`src/rtl/mole_whack_engine.sv`:
```
// mole_whack_engine
//   Whack-a-mole game core. One mole is shown at a time on a 16-LED bar, at
//   a pseudo-random position from a 16-bit Fibonacci LFSR. The player hits a
//   mole by flipping the matching board switch. A flip in either direction
//   counts. If the mole-rate tick arrives first, the mole counts as a miss.
//
// Parameters
//   SEED       nonzero LFSR start value
//   SCORE_MAX  saturation ceiling of score_o
//
// Ports
//   clock_i        system clock
//   reset_i        synchronous, active-high reset
//   tick_i         one-cycle mole-rate strobe
//   game_active_i  high while a round runs; a rising edge clears the counters
//   switches_i     raw asynchronous board switches, one per mole position
//   leds_o         one-hot mole position, or all zero
//   whack_o        one-cycle pulse on a successful whack
//   miss_o         one-cycle pulse when a mole expires unwhacked
//   score_o        saturating hit count
//   miss_count_o   saturating miss count
//   state_o        FSM state: IDLE=00, SPAWN=01, UP=10, COOLDOWN=11
module mole_whack_engine #(
   parameter logic [15:0] SEED      = 16'hACE1,
   parameter int unsigned SCORE_MAX = 9999
) (
   input  logic        clock_i,
   input  logic        reset_i,
   input  logic        tick_i,
   input  logic        game_active_i,
   input  logic [15:0] switches_i,
   output logic [15:0] leds_o,
   output logic        whack_o,
   output logic        miss_o,
   output logic [15:0] score_o,
   output logic [7:0]  miss_count_o,
   output logic [1:0]  state_o
);

   typedef enum logic [1:0] {
      IDLE     = 2'b00,
      SPAWN    = 2'b01,
      UP       = 2'b10,
      COOLDOWN = 2'b11
   } state_t;

   state_t      state;
   logic [15:0] sw_s1, sw_s2, sw_s3;
   logic [15:0] edge_vec;
   logic [15:0] lfsr;
   logic        lfsr_fb;
   logic [3:0]  prev_idx;
   logic [3:0]  mole_idx;
   logic [3:0]  raw_idx;
   logic [3:0]  spawn_idx;
   logic        active_q;
   logic        hit;

   function automatic logic [15:0] sat_inc_score(input logic [15:0] v);
      if (v >= 16'(SCORE_MAX))
         sat_inc_score = 16'(SCORE_MAX);
      else
         sat_inc_score = v + 16'd1;
   endfunction

   function automatic logic [7:0] sat_inc_miss(input logic [7:0] v);
      if (v == 8'hFF)
         sat_inc_miss = v;
      else
         sat_inc_miss = v + 8'd1;
   endfunction

   // s1 is the metastability stage; edges are taken between s2 and s3 so
   // each flip yields exactly one single-cycle edge bit.
   assign edge_vec = sw_s2 ^ sw_s3;
   assign hit      = edge_vec[mole_idx];

   // Taps for x^16 + x^14 + x^13 + x^11 + 1.
   assign lfsr_fb  = lfsr[15] ^ lfsr[13] ^ lfsr[12] ^ lfsr[10];

   // Never show the mole twice in the same place; bump by one (mod 16)
   // on a repeat.
   assign raw_idx   = lfsr[3:0];
   assign spawn_idx = (raw_idx == prev_idx) ? raw_idx + 4'd1 : raw_idx;

   assign state_o = state;

   always_ff @(posedge clock_i) begin
      if (reset_i) begin
         state        <= IDLE;
         leds_o       <= '0;
         whack_o      <= 1'b0;
         miss_o       <= 1'b0;
         score_o      <= '0;
         miss_count_o <= '0;
         lfsr         <= SEED;
         prev_idx     <= '0;
         mole_idx     <= '0;
         active_q     <= 1'b0;
         // Preload the synchroniser so switches that are already up do not
         // appear as edges.
         sw_s1        <= switches_i;
         sw_s2        <= switches_i;
         sw_s3        <= switches_i;
      end else begin
         sw_s1    <= switches_i;
         sw_s2    <= sw_s1;
         sw_s3    <= sw_s2;
         active_q <= game_active_i;
         whack_o  <= 1'b0;
         miss_o   <= 1'b0;

         if (!game_active_i) begin
            state  <= IDLE;
            leds_o <= '0;
         end else begin
            case (state)
               IDLE: begin
                  leds_o <= '0;
                  if (tick_i)
                     state <= SPAWN;
               end
               SPAWN: begin
                  lfsr     <= {lfsr[14:0], lfsr_fb};
                  prev_idx <= spawn_idx;
                  mole_idx <= spawn_idx;
                  leds_o   <= 16'd1 << spawn_idx;
                  state    <= UP;
               end
               UP: begin
                  // A whack wins over a coincident tick.
                  if (hit) begin
                     whack_o <= 1'b1;
                     score_o <= sat_inc_score(score_o);
                     leds_o  <= '0;
                     state   <= COOLDOWN;
                  end else if (tick_i) begin
                     miss_o       <= 1'b1;
                     miss_count_o <= sat_inc_miss(miss_count_o);
                     leds_o       <= '0;
                     state        <= COOLDOWN;
                  end
               end
               default: begin
                  if (tick_i)
                     state <= SPAWN;
               end
            endcase

            // A new round starts on the rising edge of game_active_i. The
            // FSM is always in IDLE then, so this never races a score update.
            if (!active_q) begin
               score_o      <= '0;
               miss_count_o <= '0;
               prev_idx     <= '0;
            end
         end
      end
   end

endmodule

```
`config.mk`:
```
export PLATFORM = sky130hd
export DESIGN_NAME = mole_whack_engine
export DESIGN_NICKNAME = d
export VERILOG_FILES = /design/src/rtl/mole_whack_engine.sv
export SDC_FILE = /design/constraint.sdc
export NUM_CORES = 1
export LEC_CHECK = 0
export CORE_ASPECT_RATIO = 0.5
export CORE_MARGIN = 2
export CORE_UTILIZATION = 50
export CTS_CLUSTER_SIZE = 8
export DETAILED_ROUTE_END_ITERATION = 10
export MAX_ROUTING_LAYER = met4
export PLACE_DENSITY = 0.76
export SYNTH_ARGS = -nofsm -noshare
export SYNTH_HDL_FRONTEND = slang
export SYNTH_SLANG_ARGS = --single-unit
```
`constraint.sdc`:
```
create_clock -name clock_i -period 2.1 [get_ports clock_i]
set_clock_uncertainty 0.05 [all_clocks]
set_input_delay 0.42 -clock clock_i [delete_from_list [all_inputs] [get_ports clock_i]]
set_output_delay 0.42 -clock clock_i [all_outputs]
set_load 0.01 [all_outputs]
```
Word level (Yosys, flattened, before mapping)
Cells that the tools add are included.

Input bits: 20. Flip-flop bits (word level): 117. Word-level logic and storage cells: 73.

Shift-type cells: 1. Equal/unequal tests: 11. $add $sub $neg: 3. Bitwise gates (word level): 6. Muxes and demuxes: 25. Reductions and logical operators: 12. Magnitude comparators: 2.

Operator list (number): two-way mux 16 bit (8); case mux 16 bit (3 select lines) (1); two-way mux 8 bit (5); adder 16 x 1 -> 16 bit (second input constant) (1); >= comparator 16 x 14 -> 1 bit (second input constant) (1); << shifter 1 x 4 -> 16 bit (first input constant) (1); XOR 16 bit (1); two-way mux 4 bit (3); adder 8 x 1 -> 8 bit (second input constant) (1); equality test 8 bit (second input constant) (1); AND reduction 2 bit (4); two-way mux 2 bit (3); != test 2 x 1 -> 1 bit (second input constant) (3); != test 2 bit (second input constant) (3); nonzero test 3 bit (2); less-than comparator 4 x 5 -> 1 bit (second input constant) (1); AND reduction 5 bit (1); adder 4 x 1 -> 4 bit (second input constant) (1); binary-select mux 1 bit (select 4 bit) (1); equality test 4 bit (1); case mux 2 bit (2 select lines) (1); OR reduction 4 bit (1); two-way mux 1 bit (3); != test 3 bit (second input constant) (1); 8 further kinds (11).

Depth between registers and ports, before layout
Gate-level depths: netlist (run 1).

Word-level depth: 6. Gate-level depth with buffers: 8.

Least setup slack after synthesis (run 1)
Ideal clock, no wire load.

Path kind: flip-flop to flip-flop. From: register mole_idx[1]. To: register leds_o[10]. Setup time: 72 ps. Arrival time: 1894 ps. Slack: 84 ps. Stages on the path, launching flop included: 9. Buffers on the path: 3. Path through: dfxtp_1 > buf_4 > mux4_2 > o22ai_4 > a21o_2 > a31o_1 > buf_6 > buf_12 > mux2i_1.

Longest elaborated chain between the ends: 4.

Ends and longest elaborated chain: start: declaration (line 53) `logic [3:0] mole_idx;`; start signal: assignment (line 126) `mole_idx <= spawn_idx;`; binary-select mux 1 bit (select 4 bit) (*) (line 76) `assign hit = edge_vec[mole_idx];`; two-way mux 1 bit (implied by the code) (*) (line 76); two-way mux 16 bit or != test 3 bit (tied branches); case mux 16 bit (3 select lines) or AND reduction 2 bit (tied branches); end signal: assignment (line 127) `leds_o <= 16'd1 << spawn_idx;`; end: declaration (line 32) `output logic [15:0] leds_o,`.

Mark *: on every way between the ends. The rest lies on a longest branch, timed or not. The select of a mux whose other input is x is not followed. A chain may end at the register's enable or synchronous reset.

Worst setup path after layout (run 1)
From: register mole_idx[0]. To: register miss_count_o[0].

Longest elaborated chain between the ends: 4.

Ends and longest elaborated chain: binary-select mux 1 bit (select 4 bit) (line 76); two-way mux 1 bit (implied by the code) (line 76); != test 2 bit (no source line); AND reduction 5 bit (no source line); end signal: assignment (line 139) `miss_count_o <= sat_inc_miss(miss_count_o);`; end: declaration (line 36) `output logic [7:0] miss_count_o,`.

Every way passes these cells. The select of a mux whose other input is x is not followed.

==> results of run 1 <==
## state kept, by name, indices dropped and copies added, names as in the netlist, 2 cells and up
| signal | cells |
|---|---|
| leds_o | 16 |
| lfsr | 16 |
| score_o | 16 |
| sw_s1 | 16 |
| sw_s2 | 16 |
| sw_s3 | 16 |
| miss_count_o | 8 |
| mole_idx | 4 |
| prev_idx | 4 |
| state_o | 2 |
## where the power goes
group / internal (mW) / switching [mW] / leakage, nW
Clock: 1.63 / 1.08 / 0.267
Combinational: 0.272 / 0.284 / 1.44
Sequential: 2.31 / 0.0596 / 0.964
## routing by layer
layer	GRT usage [%]	part of all wire, %	up-vias
met4	6.69	1.1	0
met5	-	0	-
met2	35.3	46	121
met3	5.99	4.8	15
met1	28.6	48	2090
li1	-	-	2205
## layout make-up
cell class	count	area, sq um	share of cell area [%]
clock buffer	18	429	6.24
clock inverter	14	129	1.87
inverter	43	161	2.35
multi-input combinational	390	2610	37.9
sequential	117	2360	34.2
tap	135	169	2.45
timing repair buffer	109	1030	14.9
## cells in the final DEF (no fill, tap or decap), drive strengths merged, types with 6 or more instances in the layout
cell and instances:
dfxtp 117, nand2 92, clkdlybuf4s50 62, o21ai 51
buf 46, inv 45, nor2 23, a21oi 21
mux2i 20, clkbuf 19, xnor2 17, nand3 14
nand3b 12, nor3 12, nor2b 11, xor2 10
a22o 9, nand4 8, and2 8, clkinv 8
o211ai 7, and3 7, ha 7, a32o 6
nor4 6, o22ai 6
## worst paths after layout
path                endpoint  slack, ns  cells past startpoint
max reg2reg  miss_count_o[0]      -0.06                      6
max          miss_count_o[0]      -0.06                      6
min                sw_s2[15]       0.37                      2
min reg2reg        sw_s2[15]       0.37                      2
## stage by stage
stage | instances | setup WS, ns | instance area [sq um] | hold slack (ns)
after floorplan | 580 | 0.0842 | 5090 | 0.357
after global placement | 786 | -0.0818 | 6050 | 0.360
after detailed placement | 786 | -0.166 | 6050 | 0.365
after CTS | 820 | -0.0224 | 6630 | 0.374
after global routing | 826 | -0.101 | 6880 | 0.393
final | 826 | -0.0619 | 6880 | 0.372
## repair_timing
action                                  CTS  global route
resized for setup                         4            46
endpoints found under the setup margin   20            33
cloned                                    0             2
pin swaps                                 1            28
setup buffers                             2             5
## kinds of logic (layout without fill, tap and decap cells)
logic type                 after synthesis  after routing  synth area share [%]
and+or+nand+nor                        208            208                  20.3
AOI/OAI and AO/OA                      126            126                  16.5
DFF                                    117            117                  46.0
buffers and inverters                   73            184                  6.07
xor gates and xnor gates                27             27                  4.64
muxes                                   22             22                  4.82
adders and majority gates                7              7                  1.72
## critical path, cell delays in order, from the launching register on
cell	delay (ns)
dfxtp_4	0.43
mux2i_1	0.33
a2bb2oi_2	0.39
buf_4	0.20
a21oi_4	0.08
or4_4	0.49
a21oi_2	0.13
==> impl_metrics.yaml, run 1 <==
clock_tree:
  cts_max_path_buffers: 2
  numCtsBuffers: 17
  clock_sinks: 117
  root_buffer: "clkbuf_16"
  hold_buffers: 0
  cts_tree: "done"
  clk_latency_ns: 0.42
  htree_levels: 4
  clk_transition_reported_paths_ns: 0.06
sta:
  worst_slew_pin_slew_ns: 0.441
  finalSetupTns_ns: -0.0619
  rsz0062_at_grt: "yes"
  max_freq_ghz: 0.463
  finalMaxSlewViolations: 0
  setup_viol: 1
  hold_violations: 0
  slew_headroom_pct: 70.6
  period_minus_slack_ns: 2.16
  layout_setup_ws_ns: -0.0619
  finalCritPeriodShare_pct: 103
grt:
  grt_pass1_wl_mm: 18.8
  grt_max_degree: 45
  overflow: 0
  grt_use_total_pct: 22.3
  grt_pass1_vias: 4035
  antenna_found_initial: 0
logic_synthesis:
  synth.most_common_cell: "dfxtp_1"
  yosys_warnings: 0
  ys_types: 58
  ys_ff_latch: 117
  synth_area_sq_um: 5090
  ys_async_sr_fraction_pct: 0
  synth_top_cell_by_area: "dfxtp_1"
  ys_seq_area_share_pct: 46.0
  synth_edf_count: 0
  synth_top_area_share_pct: 46.0
  synthCells: 580
  synth.net_count: 607
  synthTopCellsByArea: "dfxtp_1 (46%), nand2_1 (6.8%), o21ai_0 (4.0%)"
  avgSynthCellArea_sq_um: 8.78
  synth.cells.most_frequent: "dfxtp_1 (117), nand2_1 (92), inv_1 (41), o21ai_0 (41), nor2_1 (23)"
  synth_ff_type: "dfxtp_1"
run_status:
  status: "finished, violations left"
  violations: "setup timing"
die:
  die_h_microns: 75.4
  dieWidth_microns: 147
  io_pins: 64
  dieArea_sq_um: 11100
  std_cell_rows: 25
  start_util_pct: 52.7
  core-area_sq_um: 9670
route:
  viasPerCell: 5.36
  vias: 4431
  wl_per_cell_microns: 14.7
  postRouteAntennaNets: 0
  finalWirelength_mm: 12.1
  drtIter0Drc: 264
  drc: 0
  first_pass_iters: 4
layout:
  antenna_cells: 0
  nFillCells: 707
  area_delta_synth_final_pct: 35.2
  layout-drive-gt1-share_pct: 18.1
  layout.nets: 705
  utilization_pct: 71.2
flow_run:
  drv_cap: 0
setup_path:
  critical_path.endpoint_type: "register"
  rr_startpoint: "mole_idx[0]"
  worstSetupStartpoint: "mole_idx[0]"
  critPathLaunchType: "register"
  worst-setup-path-type: "reg -> reg"
  worstPathRequired_ns: 2.40
  critPathMaxFanout: 8
  arrival_ns: 2.46
power:
  leakagePower_nw: 2.67
  power_density_nw_per_um2: 819
  irDropWorstVdd_mv: 0.584
  power_mw: 5.64
hold_path:
  hp-class: "reg -> reg"
  min_from: "sw_s1[15]"
place:
  io_buffers: 63
  dp.final_hpwl_mm: 7.74
  gp_congestion: 0.861
(Power assumes the default switching activity.)
==> run 2, diff against run 1 <==
--- a/config.mk
+++ b/config.mk
@@ -5,13 +5,14 @@
 export SDC_FILE = /design/constraint.sdc
 export NUM_CORES = 1
 export LEC_CHECK = 0
+export CAP_MARGIN = 10
 export CORE_ASPECT_RATIO = 0.5
 export CORE_MARGIN = 2
 export CORE_UTILIZATION = 50
-export CTS_CLUSTER_SIZE = 8
+export CTS_CLUSTER_SIZE = 25
 export DETAILED_ROUTE_END_ITERATION = 10
 export MAX_ROUTING_LAYER = met4
-export PLACE_DENSITY = 0.76
+export PLACE_DENSITY_LB_ADDON = 0.25
 export SYNTH_ARGS = -nofsm -noshare
 export SYNTH_HDL_FRONTEND = slang
 export SYNTH_SLANG_ARGS = --single-unit
==> run 2 against run 1 <==
Against the previous run: the run still ends with setup timing left; register-to-register slack better by 0.05 ns; hold slack worse by 0.0033 ns; combinational power down 2%; worst setup slack better by 0.047 ns; sequential share of layout area down 0.28 points; wire length down 1.6%; maximum frequency up 2.2%; global-route usage down 0.14 points; core utilization up 0.52 points; final area up 0.73%; sequential power about the same; cell count up 0.61%; critical endpoint unchanged.
==> impl_metrics.yaml, run 2 (same netlist as run 1, synthesis figures left out) <==
run_status:
  status: "finished, violations left"
  violations: "setup timing"
die:
  std_cell_rows: 25
  start_util_pct: 52.7
  dieArea_sq_um: 11100
  io_pins: 64
  core-area_sq_um: 9670
  die_h_microns: 75.4
  dieWidth_microns: 147
grt:
  antenna_found_initial: 0
  grt_pass1_wl_mm: 18.6
  grt_pass1_vias: 3932
  grt_use_total_pct: 22.1
  overflow: 0
  grt_max_degree: 42
layout:
  antenna_cells: 0
  layout_common_cells: "dfxtp_1 (110), nand2_1 (92), clkdlybuf4s50_1 (62), buf_4 (48)"
  area_delta_synth_final_pct: 36.1
  layout-drive-gt1-share_pct: 17.4
  finish.instance_area_sq_um: 6930
  layout_commonest_cell: "dfxtp_1"
  layout.nets: 710
  fin_cells: 831
sta:
  hold_slack_ns: 0.368
  period_minus_slack_ns: 2.12
  finalMaxSlewViolations: 0
  worst_slew_pin_slew_ns: 0.404
  setup_viol: 2
  max_freq_ghz: 0.473
  slew_headroom_pct: 73.1
  rsz0062_at_grt: "yes"
  hold_violations: 0
  layout_setup_ws_ns: -0.0151
  finalCritPeriodShare_pct: 101
power:
  switching_share_pct: 24.2
  power_mw: 6.06
  p_clk_share_pct: 52.0
  power_density_nw_per_um2: 875
  irDropWorstVdd_mv: 0.705
  p_sw_mw: 1.47
  p_int_mw: 4.60
  combinationalPowerShare_pct: 9.0
  pwr-share-seq_pct: 39.0
  leakagePower_nw: 2.71
setup_path:
  worst-setup-path-type: "reg -> reg"
  path_cells: "xor2_1, mux4_2, o22ai_4, a21oi_4, or4_4, a21oi_2"
  critPathLaunchType: "register"
  worstReg2RegEnd: "miss_count_o[0]"
  critical_path.endpoint_type: "register"
  crit_buf_inv: 0
  worstPathRequired_ns: 2.40
  arrival_ns: 2.42
  rr_startpoint: "sw_s2[14]"
  reg2reg_depth: 6
  cp_top_family: "multiplexers"
  critPathSlowestCell: "mux4_2"
  critical_path.max_stage_delay_ns: 0.50
  critPathMaxFanout: 6
  worstSetupStartpoint: "sw_s2[14]"
  cp.depth: 6
  r2r_setup_slack_ns: -0.02
route:
  finalWirelength_mm: 11.9
  drtIter0Drc: 254
  wl_per_cell_microns: 14.4
  postRouteAntennaNets: 0
  viasPerCell: 5.32
  first_pass_iters: 5
  drc: 0
  vias: 4425
place:
  dpl_worst_slack_ns: -0.00934
  io_buffers: 63
  place_area_sq_um: 6060
  dp.cells: 789
  gp_congestion: 0.860
  dp.final_hpwl_mm: 7.57
clock_tree:
  cts_max_path_buffers: 2
  hold_buffers: 0
  clock_sinks: 117
  clk_latency_ns: 0.42
  root_buffer: "clkbuf_16"
  clk_transition_reported_paths_ns: 0.06
  numCtsBuffers: 17
  htree_levels: 4
  cts_tree: "done"
hold_path:
  hp-class: "in -> reg"
  min_to: "prev_idx[3]"
  hold_depth: 4
  min_from: "reset_i"
flow_run:
  drv_cap: 0
-- run 2: cell types whose count changed in the layout (fill, tap and decap cells not counted), moves of 3 or more --
cell / before / now
buf_4: 39 / 48
inv_6: 2 / 6
clkinv_2: 3 / 0
bufinv_16: 1 / 4
o22ai_2: 5 / 0
buf_6: 4 / 1
o22ai_1: 0 / 5
-- run 2: repair_timing --
item | 4_1_cts | 5_1_grt
buffers inserted | 0 | 8
resized for setup | 2 | 32
hold endpoints to repair | 0 | 0
cloned | 0 | 2
pin swaps | 3 | 7
setup endpoints to repair | 4 | 26
-- run 2: worst max path at each step --
stage	slack, ns	end
6_report	-0.02	miss_count_o[0]
4_1_cts	-0.03	leds_o[2]
3_5_place_dp	-0.009	miss_count_o[0]
5_1_grt	-0.11	leds_o[2]
3_3_place_gp	0.05	miss_count_o[0]
2_1_floorplan	0.08	leds_o[10]
-- run 2: per-stage QoR --
| stage | TNS [ns] | utilization, % |
|---|---|---|
| floorplan | 0 | - |
| global placement | 0 | 62.7 |
| detailed placement | -0.0176 | 62.7 |
| CTS | -0.0535 | 69.4 |
| global route | -1.64 | 71.7 |
| finish | -0.0271 | 71.7 |
-- run 2: layout make-up --
cell class / count / area, sq um
Multi-Input combinational cell: 390 / 2560
Timing Repair Buffer: 114 / 1040
Inverter: 43 / 161
Fill cell: 714 / 2730
Tap cell: 135 / 169
Clock buffer: 17 / 425
Sequential cell: 117 / 2350
Clock inverter: 15 / 218
-- run 2: per-layer routing --
layer | GRT usage, % | part of all wire (%)
met1 | 28.9 | 49
met2 | 33.0 | 44
met3 | 4.97 | 5.3
met4 | 11.3 | 1.9
met5 | - | 0
-- run 2: power groups by stage --
stage               clock [mW]  combinational, mW  sequential, mW
CTS                       3.19              0.461            2.36
detailed placement           0              0.455            2.41
global placement             0              0.449            2.41
global route              3.30              0.597            2.38
floorplan                    0              0.310            2.40
finish                    3.15              0.546            2.37
-- run 2: tightest hold or removal path, cell delays in order --
cell and delay [ns]:
buf_2 0.16, nor2_1 0.08, o21ai_0 0.08, a21oi_1 0.04
